**src/rtl/pipeline_pkg.sv**
```systemverilog
// Shared constants and types for the RISC pipeline front end.
package pipeline_pkg;

  localparam logic [31:0] NOP_IR = 32'h0000_0000;
  localparam logic [31:0] RST_PC = 32'h0000_0000;

  // EX-stage next-PC select encodings
  localparam logic [1:0] CS_SEQ  = 2'b00;
  localparam logic [1:0] CS_BRA  = 2'b01;
  localparam logic [1:0] CS_RAA  = 2'b10;
  localparam logic [1:0] CS_BRA2 = 2'b11;

  typedef struct packed {
    logic [31:0] pc;
    logic [31:0] ir;
  } fetch_entry_t;

endpackage

```
**src/rtl/fetch_stage_if.sv**
```systemverilog
// Instruction-memory request/response bus between the fetch stage and memory.
interface fetch_stage_if;
  logic        imem_req_valid;
  logic        imem_req_ready;
  logic [31:0] imem_addr;
  logic        imem_rsp_valid;
  logic [31:0] imem_rsp_data;

  modport master (
    output imem_req_valid,
    output imem_addr,
    input  imem_req_ready,
    input  imem_rsp_valid,
    input  imem_rsp_data
  );

  modport slave (
    input  imem_req_valid,
    input  imem_addr,
    output imem_req_ready,
    output imem_rsp_valid,
    output imem_rsp_data
  );
endinterface

```
**src/rtl/fetch_queue.sv**
```systemverilog
// Small synchronous FIFO buffering fetched words; flush beats push, push+pop on full allowed.
module fetch_queue
  import pipeline_pkg::*;
#(
  parameter int DEPTH = 2,
  parameter int CW    = $clog2(DEPTH + 1)
) (
  input  logic          clk,
  input  logic          rst_n,
  input  logic          flush,
  input  logic          push,
  input  fetch_entry_t  push_data,
  input  logic          pop,
  output fetch_entry_t  head,
  output logic [CW-1:0] count,
  output logic          empty,
  output logic          full
);
  localparam int            AW   = (DEPTH > 1) ? $clog2(DEPTH) : 1;
  localparam logic [AW-1:0] LAST = AW'(DEPTH - 1);

  fetch_entry_t  slot_reg [DEPTH];
  logic [AW-1:0] rd_ptr_reg;
  logic [AW-1:0] wr_ptr_reg;
  logic [CW-1:0] count_reg;
  logic          do_push;
  logic          do_pop;

  assign empty   = (count_reg == '0);
  assign full    = (count_reg == CW'(DEPTH));
  assign count   = count_reg;
  assign head    = slot_reg[rd_ptr_reg];
  assign do_pop  = pop && !empty && !flush;
  assign do_push = push && !flush && (!full || do_pop);

  always_ff @(posedge clk) begin
    if (!rst_n || flush) begin
      rd_ptr_reg <= '0;
      wr_ptr_reg <= '0;
      count_reg  <= '0;
    end else begin
      if (do_push) wr_ptr_reg <= (wr_ptr_reg == LAST) ? '0 : wr_ptr_reg + 1'b1;
      if (do_pop)  rd_ptr_reg <= (rd_ptr_reg == LAST) ? '0 : rd_ptr_reg + 1'b1;
      count_reg <= count_reg + CW'(do_push) - CW'(do_pop);
    end
  end

  // Payload storage carries no reset; only pointers define validity.
  always_ff @(posedge clk) begin
    if (do_push) slot_reg[wr_ptr_reg] <= push_data;
  end

endmodule

```
**src/rtl/fetch_stage.sv**
```systemverilog
// IF stage: owns the PC, issues word fetches, buffers returns and drives the IF/ID register.
module fetch_stage
  import pipeline_pkg::*;
#(
  parameter int          FQ_DEPTH = 2,
  parameter logic [31:0] NOP_IR   = pipeline_pkg::NOP_IR,
  parameter logic [31:0] RST_PC   = pipeline_pkg::RST_PC
) (
  input  logic                 clk,
  input  logic                 rst_n,
  input  logic [1:0]           c_select,
  input  logic [31:0]          bra,
  input  logic [31:0]          raa,
  input  logic                 id_stall,
  fetch_stage_if.master        imem,
  output logic                 id_valid,
  output logic [31:0]          id_ir,
  output logic [31:0]          id_pc
);
  localparam int          CW  = $clog2(FQ_DEPTH + 1);
  localparam logic [CW:0] CAP = (CW + 1)'(FQ_DEPTH);

  logic [31:0]   pc_reg;
  logic [31:0]   rsp_pc_reg;
  logic [CW-1:0] outstanding_reg;
  logic [CW-1:0] drop_cnt_reg;
  logic          id_valid_reg;
  logic [31:0]   id_ir_reg;
  logic [31:0]   id_pc_reg;

  logic          redirect;
  logic [31:0]   target;
  logic [CW:0]   in_use;
  logic          req_valid;
  logic          fire;
  logic          rsp_valid;
  logic          q_push;
  logic          q_pop;
  logic          q_empty;
  logic          q_full;
  logic [CW-1:0] q_count;
  fetch_entry_t  q_head;
  fetch_entry_t  q_in;

  assign redirect  = (c_select != CS_SEQ);
  assign target    = (c_select == CS_RAA) ? raa : bra;
  assign rsp_valid = imem.imem_rsp_valid;

  // Words in flight plus words buffered never exceed the queue size, so a push never overflows.
  assign in_use    = {1'b0, outstanding_reg} + {1'b0, q_count};
  assign req_valid = rst_n && !redirect && (in_use < CAP);
  assign fire      = req_valid && imem.imem_req_ready;

  assign imem.imem_req_valid = req_valid;
  assign imem.imem_addr      = pc_reg;

  assign q_push = rsp_valid && !redirect && (drop_cnt_reg == '0);
  assign q_pop  = !id_stall && !q_empty && !redirect;
  assign q_in   = '{pc: rsp_pc_reg, ir: imem.imem_rsp_data};

  fetch_queue #(
    .DEPTH (FQ_DEPTH),
    .CW    (CW)
  ) u_queue (
    .clk       (clk),
    .rst_n     (rst_n),
    .flush     (redirect),
    .push      (q_push),
    .push_data (q_in),
    .pop       (q_pop),
    .head      (q_head),
    .count     (q_count),
    .empty     (q_empty),
    .full      (q_full)
  );

  always_ff @(posedge clk) begin
    if (!rst_n) begin
      pc_reg          <= RST_PC;
      rsp_pc_reg      <= RST_PC;
      outstanding_reg <= '0;
      drop_cnt_reg    <= '0;
      id_valid_reg    <= 1'b0;
      id_ir_reg       <= NOP_IR;
      id_pc_reg       <= '0;
    end else begin
      outstanding_reg <= outstanding_reg + CW'(fire) - CW'(rsp_valid);
      if (redirect) begin
        // Everything still in flight belongs to the old path; the word arriving now is dropped too.
        pc_reg       <= target;
        rsp_pc_reg   <= target;
        drop_cnt_reg <= outstanding_reg - CW'(rsp_valid);
        id_valid_reg <= 1'b0;
        id_ir_reg    <= NOP_IR;
      end else begin
        if (fire) pc_reg <= pc_reg + 32'd1;
        if (rsp_valid) begin
          if (drop_cnt_reg != '0) drop_cnt_reg <= drop_cnt_reg - 1'b1;
          else                    rsp_pc_reg   <= rsp_pc_reg + 32'd1;
        end
        if (!id_stall) begin
          if (!q_empty) begin
            id_valid_reg <= 1'b1;
            id_ir_reg    <= q_head.ir;
            id_pc_reg    <= q_head.pc;
          end else begin
            id_valid_reg <= 1'b0;
            id_ir_reg    <= NOP_IR;
          end
        end
      end
    end
  end

  assign id_valid = id_valid_reg;
  assign id_ir    = id_ir_reg;
  assign id_pc    = id_pc_reg;

  logic unused_ok;
  assign unused_ok = q_full;

endmodule

```
**src/flat_wrapper.sv**
```systemverilog
// flat-port wrapper written by rule: the top's interface ports become plain ports
module fetch_stage_flat import pipeline_pkg::*;
#(
  parameter int          FQ_DEPTH = 2,
  parameter logic [31:0] NOP_IR   = pipeline_pkg::NOP_IR,
  parameter logic [31:0] RST_PC   = pipeline_pkg::RST_PC
)
  (clk, rst_n, c_select, bra, raa, id_stall, id_valid, id_ir, id_pc, imem_imem_req_valid, imem_imem_addr, imem_imem_req_ready, imem_imem_rsp_valid, imem_imem_rsp_data);
  fetch_stage_if imem_i ();
  input  logic clk;
  input  logic rst_n;
  input  logic [1:0] c_select;
  input  logic [31:0] bra;
  input  logic [31:0] raa;
  input  logic id_stall;
  output logic id_valid;
  output logic [31:0] id_ir;
  output logic [31:0] id_pc;
  output wire logic [$bits(imem_i.imem_req_valid)-1:0] imem_imem_req_valid;
  output wire logic [$bits(imem_i.imem_addr)-1:0] imem_imem_addr;
  input wire logic [$bits(imem_i.imem_req_ready)-1:0] imem_imem_req_ready;
  input wire logic [$bits(imem_i.imem_rsp_valid)-1:0] imem_imem_rsp_valid;
  input wire logic [$bits(imem_i.imem_rsp_data)-1:0] imem_imem_rsp_data;
  assign imem_imem_req_valid = imem_i.imem_req_valid;
  assign imem_imem_addr = imem_i.imem_addr;
  assign imem_i.imem_req_ready = imem_imem_req_ready;
  assign imem_i.imem_rsp_valid = imem_imem_rsp_valid;
  assign imem_i.imem_rsp_data = imem_imem_rsp_data;
  fetch_stage #(.FQ_DEPTH(FQ_DEPTH), .NOP_IR(NOP_IR), .RST_PC(RST_PC)) u_core (.clk(clk), .rst_n(rst_n), .c_select(c_select), .bra(bra), .raa(raa), .id_stall(id_stall), .imem(imem_i), .id_valid(id_valid), .id_ir(id_ir), .id_pc(id_pc));
endmodule
```
**config.mk**
```make
export PLATFORM = sky130hd
export DESIGN_NAME = fetch_stage_flat
export DESIGN_NICKNAME = d
export VERILOG_FILES = /design/src/rtl/pipeline_pkg.sv /design/src/rtl/fetch_stage_if.sv /design/src/rtl/fetch_queue.sv /design/src/rtl/fetch_stage.sv /design/src/flat_wrapper.sv
export SDC_FILE = /design/constraint.sdc
export NUM_CORES = 1
export LEC_CHECK = 0
export ABC_AREA = 1
export ABC_CLOCK_PERIOD_IN_PS = 5700
export CAP_MARGIN = 10
export CORE_ASPECT_RATIO = 0.75
export CORE_UTILIZATION = 49
export DETAILED_ROUTE_END_ITERATION = 10
export PLACE_DENSITY_LB_ADDON = 0.05
export SYNTH_ARGS = -nofsm -noshare
export SYNTH_HDL_FRONTEND = slang
export SYNTH_HIERARCHICAL = 1
export SYNTH_SLANG_ARGS = --single-unit
```
**constraint.sdc**
```tcl
create_clock -name clk -period 5.7 [get_ports clk]
set_input_delay 1.14 -clock clk [delete_from_list [all_inputs] [get_ports clk]]
set_output_delay 1.14 -clock clk [all_outputs]
set_load 0.01 [all_outputs]
```
== After elaboration in Yosys (flattened, before gate mapping) ==
Memories as Yosys holds them, arrays and structs flattened. A register that Yosys moved wholly into a read port is not among the register bits.
Index checks and enable logic that the tools add are counted.

* Register bits: 137
* RAM bits: 128
* Bits of input ports: 103
* Word-level logic and storage cells: 76
* Memories: 1

* Add/subtract/negate cells: 11
* Magnitude comparators: 1
* Eq/ne operators: 3
* Muxes and demuxes: 17
* Bitwise logic cells: 4
* Reduce and logical (&&, ||, !) cells: 29

{| class="wikitable"
|+ Memories
! memory !! depth !! width !! read ports !! clocked after Yosys merged registers in !! write ports !! RTL line !! source
|-
| u_core.u_queue.slot_reg || 2 || 64 || 1 || 1 || 1 || fetch_queue.sv:22 || <nowiki>fetch_entry_t slot_reg [DEPTH];</nowiki>
|}

{| class="wikitable"
|+ Operators by type and width
! kind !! count
|-
| $mux W32 || 7
|-
| $add A32 B1 Y32 const B || 2
|-
| $logic_and A1 B1 Y1 || 11
|-
| $reduce_bool A2 Y1 || 5
|-
| $mux W1 || 7
|-
| $mux W2 || 3
|-
| $sub A2 B1 Y2 || 3
|-
| $logic_not A1 Y1 || 5
|-
| $add A2 B1 Y2 || 2
|-
| $eq A2 B2 Y1 const B || 2
|-
| $logic_not A2 Y1 || 2
|-
| $not A1 Y1 || 4
|-
| $reduce_and A2 Y1 || 2
|-
| $add A2 B2 Y3 || 1
|-
| $lt A3 B2 Y1 const B || 1
|-
| $reduce_and A3 Y1 || 1
|-
| $add A1 B1 Y1 const B || 2
|-
| $logic_or A1 B1 Y1 || 2
|-
| $ne A2 B1 Y1 const B || 1
|-
| $reduce_or A2 Y1 || 1
|-
| $sub A2 B1 Y2 const B || 1
|}

== Longest topological paths before layout ==
* Word-level depth: 10
* Mapped depth: 19

== Hierarchy ==
Netlist, hierarchy kept.

{| class="wikitable"
|+ By module, submodules not included
! module !! times used !! cells each !! area each (µm²) !! seq. area each (µm²)
|-
| fetch_stage || 1 || 1170 || 7320.8 || 2662.6
|-
| fetch_queue || 1 || 244 || 5202.5 || 3943.8
|}

== Worst setup path before layout ==
No wires, ideal clock.

* Path kind: input to register
* Start: input id_stall
* End: memory u_core/u_queue/slot_reg[0][0] (netlist name), enable pin
* Setup time: 0.486 ns
* Arrival: 4.952 ns
* Data required time: 5.214 ns
* Setup slack: 0.262 ns
* Cell stages on the path: 9
* Path through: buf_2 -> nor2_1 -> nand2_1 -> inv_1 -> buf_2 -> inv_1 -> nand3_1 -> nand2_1 -> nor2_1

* Word-level cells in the longest chain between the ends: 9

{| class="wikitable"
|+ Ends and longest elaborated chain
! item !! RTL line !! source
|-
| start: declaration || flat_wrapper.sv:15 || <nowiki>input logic id_stall;</nowiki>
|-
| $logic_not A1 Y1 || fetch_stage.sv:58 || <nowiki>assign q_pop = !id_stall && !q_empty && !redirect;</nowiki>
|-
| $logic_and A1 B1 Y1 (2 in a row) || fetch_stage.sv:58 ||
|-
| named net u_core.q_pop || fetch_stage.sv:38 || <nowiki>logic q_pop;</nowiki>
|-
| $logic_and A1 B1 Y1 (2 in a row) || fetch_queue.sv:33 || <nowiki>assign do_pop = pop && !empty && !flush;</nowiki>
|-
| $logic_or A1 B1 Y1 || fetch_queue.sv:34 || <nowiki>assign do_push = push && !flush && (!full || do_pop);</nowiki>
|-
| $logic_and A1 B1 Y1 || fetch_queue.sv:34 ||
|-
| $mux W1 || fetch_queue.sv:50 || <nowiki>if (do_push) slot_reg[wr_ptr_reg] <= push_data;</nowiki>
|-
| $mux W1 (not written as such) || fetch_queue.sv:50 ||
|-
| end: declaration || fetch_queue.sv:22 ||
|}

The timed path passes the listed nets, and every way through them passes these cells.

== Worst setup path in the final report ==
* Start: input c_select[1]
* End: output imem_imem_req_valid

* Word-level cells in the longest chain between the ends: 4

{| class="wikitable"
|+ Ends and longest elaborated chain
! item !! RTL line !! source
|-
| start: declaration || flat_wrapper.sv:12 || <nowiki>input logic [1:0] c_select;</nowiki>
|-
| $reduce_bool A2 Y1 || fetch_stage.sv:45 || <nowiki>assign redirect = (c_select != CS_SEQ);</nowiki>
|-
| $logic_not A1 Y1 || fetch_stage.sv:51 || <nowiki>assign req_valid = rst_n && !redirect && (in_use < CAP);</nowiki>
|-
| $logic_and A1 B1 Y1 (2 in a row) || fetch_stage.sv:51 ||
|-
| end: declaration || flat_wrapper.sv:19 || <nowiki>output wire logic [$bits(imem_i.imem_req_valid)-1:0] imem_imem_req_valid;</nowiki>
|}

Every way passes these cells.

==> summary.txt <==
Outcome
  • Status: finished, final reports clean

Clock tree
  • Total clock sinks: 266
  • Root Buffer: clkbuf_16
  • CTS tree: done
  • H-tree Lvls: 1
  • Clk Latency, worst-skew pair: between 0.5 and 0.6 ns
  • Hold Buf Count CTS: 0
  • Setup Fix Bufs, Post-CTS: 0
  • # resized after CTS: 0
  • CTS Buf Count: 26
  • Longest Clk Path Bufs: 3
  • Worst-path clk slew: 0.06 ns

Timing
  • Worst Clk Skew: 0.0118 ns
  • Final hold violation count: 0
  • RSZ-0062 raised after global routing: no
  • Final min period: 4.22 ns
  • Rel. slew slack: 47.7%
  • Setup TNS: 0 ns
  • Final setup viols: 0
  • Worst slew pin tran: 0.783 ns
  • Max Freq: 237 MHz
  • Final Cycle Share: 74.1%
  • Max-slew violations: 0

Power and ir drop
  • Seq pwr share: roughly 52%
  • Leakage: approximately 5.7 nW
  • Sw frac: 23.7%
  • P_int: 3.14 mW
  • NetSw: 975 uW
  • Worst VDD drop: 227 uV
  • Combinational share of power: 8.8%
  • Clock Power Share: 39.7%
  • PwrDens: 266 nW/um^2

Die
  • Site row count: 50
  • Core box area: 25000 um^2
  • Die width: roughly 190 um
  • Die Ht: 140 um
  • IO Count: 201
  • Initial Util: 50.0%
  • Die footprint: roughly 26000 um^2

Logic synthesis
  • Syn Std Cell Area: 12500 um^2
  • Syn nets: 1524
  • Cell count after synthesis: 1413
  • Mean Syn Cell Area: 8.86 um^2
  • Synth Warn #: 6

Setup path
  • Arrival time at the worst endpoint: 3.08 ns
  • Worst Path Buf+Inv: 3
  • Max Fanout on Critical Path: 35
  • Crit-path max cell delay: 0.55 ns
  • Flop-to-flop setup slack: approximately 2.8 ns
  • Crit path max-delay cell type: clkdlybuf4s50_1
  • Crit-path leading delay family: buffers and inverters
  • Worst path cell trace: clkdlybuf4s50_1, buf_4, nor2_8, nand2_4, nor2_8, clkdlybuf4s50_1
  • Worst path required time: ~4.6 ns
  • Worst setup SP type: input port
  • Setup crit end kind: output pin
  • Critical path class: in -> out

Place
  • GP Congestion: about 0.96
  • Post-DP HPWL: 22.9 mm
  • Post-placement cell area: 14700 um^2
  • Port bufs: 200

Cells and area
  • Area of the multi-input gates: 5120 um^2
  • Layout Nets: 1707
  • Ant. Diodes: 0
  • Layout cells sized above 1: 8.97%
  • Max FFs per register: ~130
  • Number of fill cells: 2148
  • Finished Cell Area: about 15000 um^2
  • Register area: 6610 um^2
  • Syn-to-layout area delta: 23.8%

Global routing
  • Initial antenna violation count: 0
  • Vias in the first global route: 9484
  • First-pass GRT wire length: 51.9 mm
  • Total gr overflow: 0
  • Total track usage: 24.8%
  • Maximum number of pins on one net before global-route repair: 65

Route
  • Drt pass-1 iters: 5
  • Average wire per standard cell: 16.7 um
  • Vias per cell: ~5.2
  • # DRC: 0
  • Vias post-DR: approximately 10000
  • Final WL: 32.7 mm
  • Iteration-0 DRC Markers: a little under 900
  • Antenna-violating nets left: 0

Hold path
  • Worst Hold Class: reg -> reg

Flow run
  • Maxcap violations: 0
==> tightest hold or removal path, delay by kind of cell (launching register included) <==
kind	cells	cell delay, ns
simple gates	1	0.06
flops	1	0.31
compound gates	1	0.05
==> cells in the final DEF, fill, tap and decap left out, types with 5 or more instances in the layout <==
master	instances
inv_1	108
o21bai_1	6
a31oi_1	10
clkinv_2	9
xor2_1	6
edfxtp_1	128
nand3b_1	5
nand3_1	106
o21ai_1	14
clkdlybuf4s50_1	199
nor2_1	197
ha_1	7
nor2_2	6
clkbuf_1	7
nand2_1	334
buf_4	16
o21ai_0	83
clkbuf_16	27
o211ai_1	5
o22ai_1	6
nor3_1	6
dfxtp_1	137
a21oi_1	93
mux2_4	60
==> cell type report <==
cell class              count  share of cell area (%)
clock inverters            10                   0.339
clock buffers              38                    4.88
inverters                 111                    2.69
multi-input cells         975                    33.0
well taps                 338                    2.73
flip-flops and latches    266                    42.7
repair buffers            216                    13.7
==> power by group through the flow <==
stage | Clock [mW] | Combinational (mW) | Sequential (mW)
final | 1.63 | 0.361 | 2.12
after floorplan | 0 | 0.188 | 2.15
after global placement | 0 | 0.352 | 2.16
after CTS | 1.67 | 0.361 | 2.12
after detailed placement | 0 | 0.358 | 2.16
after global routing | 1.74 | 0.401 | 2.13
==> routing by layer <==
| metal | routed length, um | global-route usage, % | vias to the layer above |
|---|---|---|---|
| met4 | 403 | 4.49 | 0 |
| met3 | 2610 | 5.26 | 33 |
| li1 | - | - | 5059 |
| met1 | 15600 | 36.9 | 4702 |
| met2 | 14000 | 37.1 | 360 |
| met5 | 0 | 0 | - |
==> stage by stage <==
stage / utilization, % / hold slack, ns / worst slack, ns / power (mW) / cells
4_1_cts: 61.9 / 0.464 / 1.48 / 4.15 / 1954
3_3_place_gp: 58.7 / 0.455 / 1.50 / 2.51 / 1906
5_1_grt: 61.9 / 0.481 / 1.40 / 4.27 / 1954
6_report: 61.9 / 0.466 / 1.48 / 4.12 / 1954
3_5_place_dp: 58.7 / 0.455 / 1.48 / 2.52 / 1906
2_1_floorplan: - / 0.443 / 0.262 / 2.34 / 1413
==> final timing paths <==
| kind | from | end | cells past startpoint |
|---|---|---|---|
| setup / recovery | c_select[1] | imem_imem_req_valid | 6 |
| hold / removal | u_core/id_ir[9] | u_core/id_ir[9] | 2 |
| setup reg to reg | u_core/u_queue/count[1] | u_core/u_queue/slot_reg[0][21] | 11 |
| hold reg to reg | u_core/id_ir[9] | u_core/id_ir[9] | 2 |
Note: power is estimated with default switching activity, not from simulation.
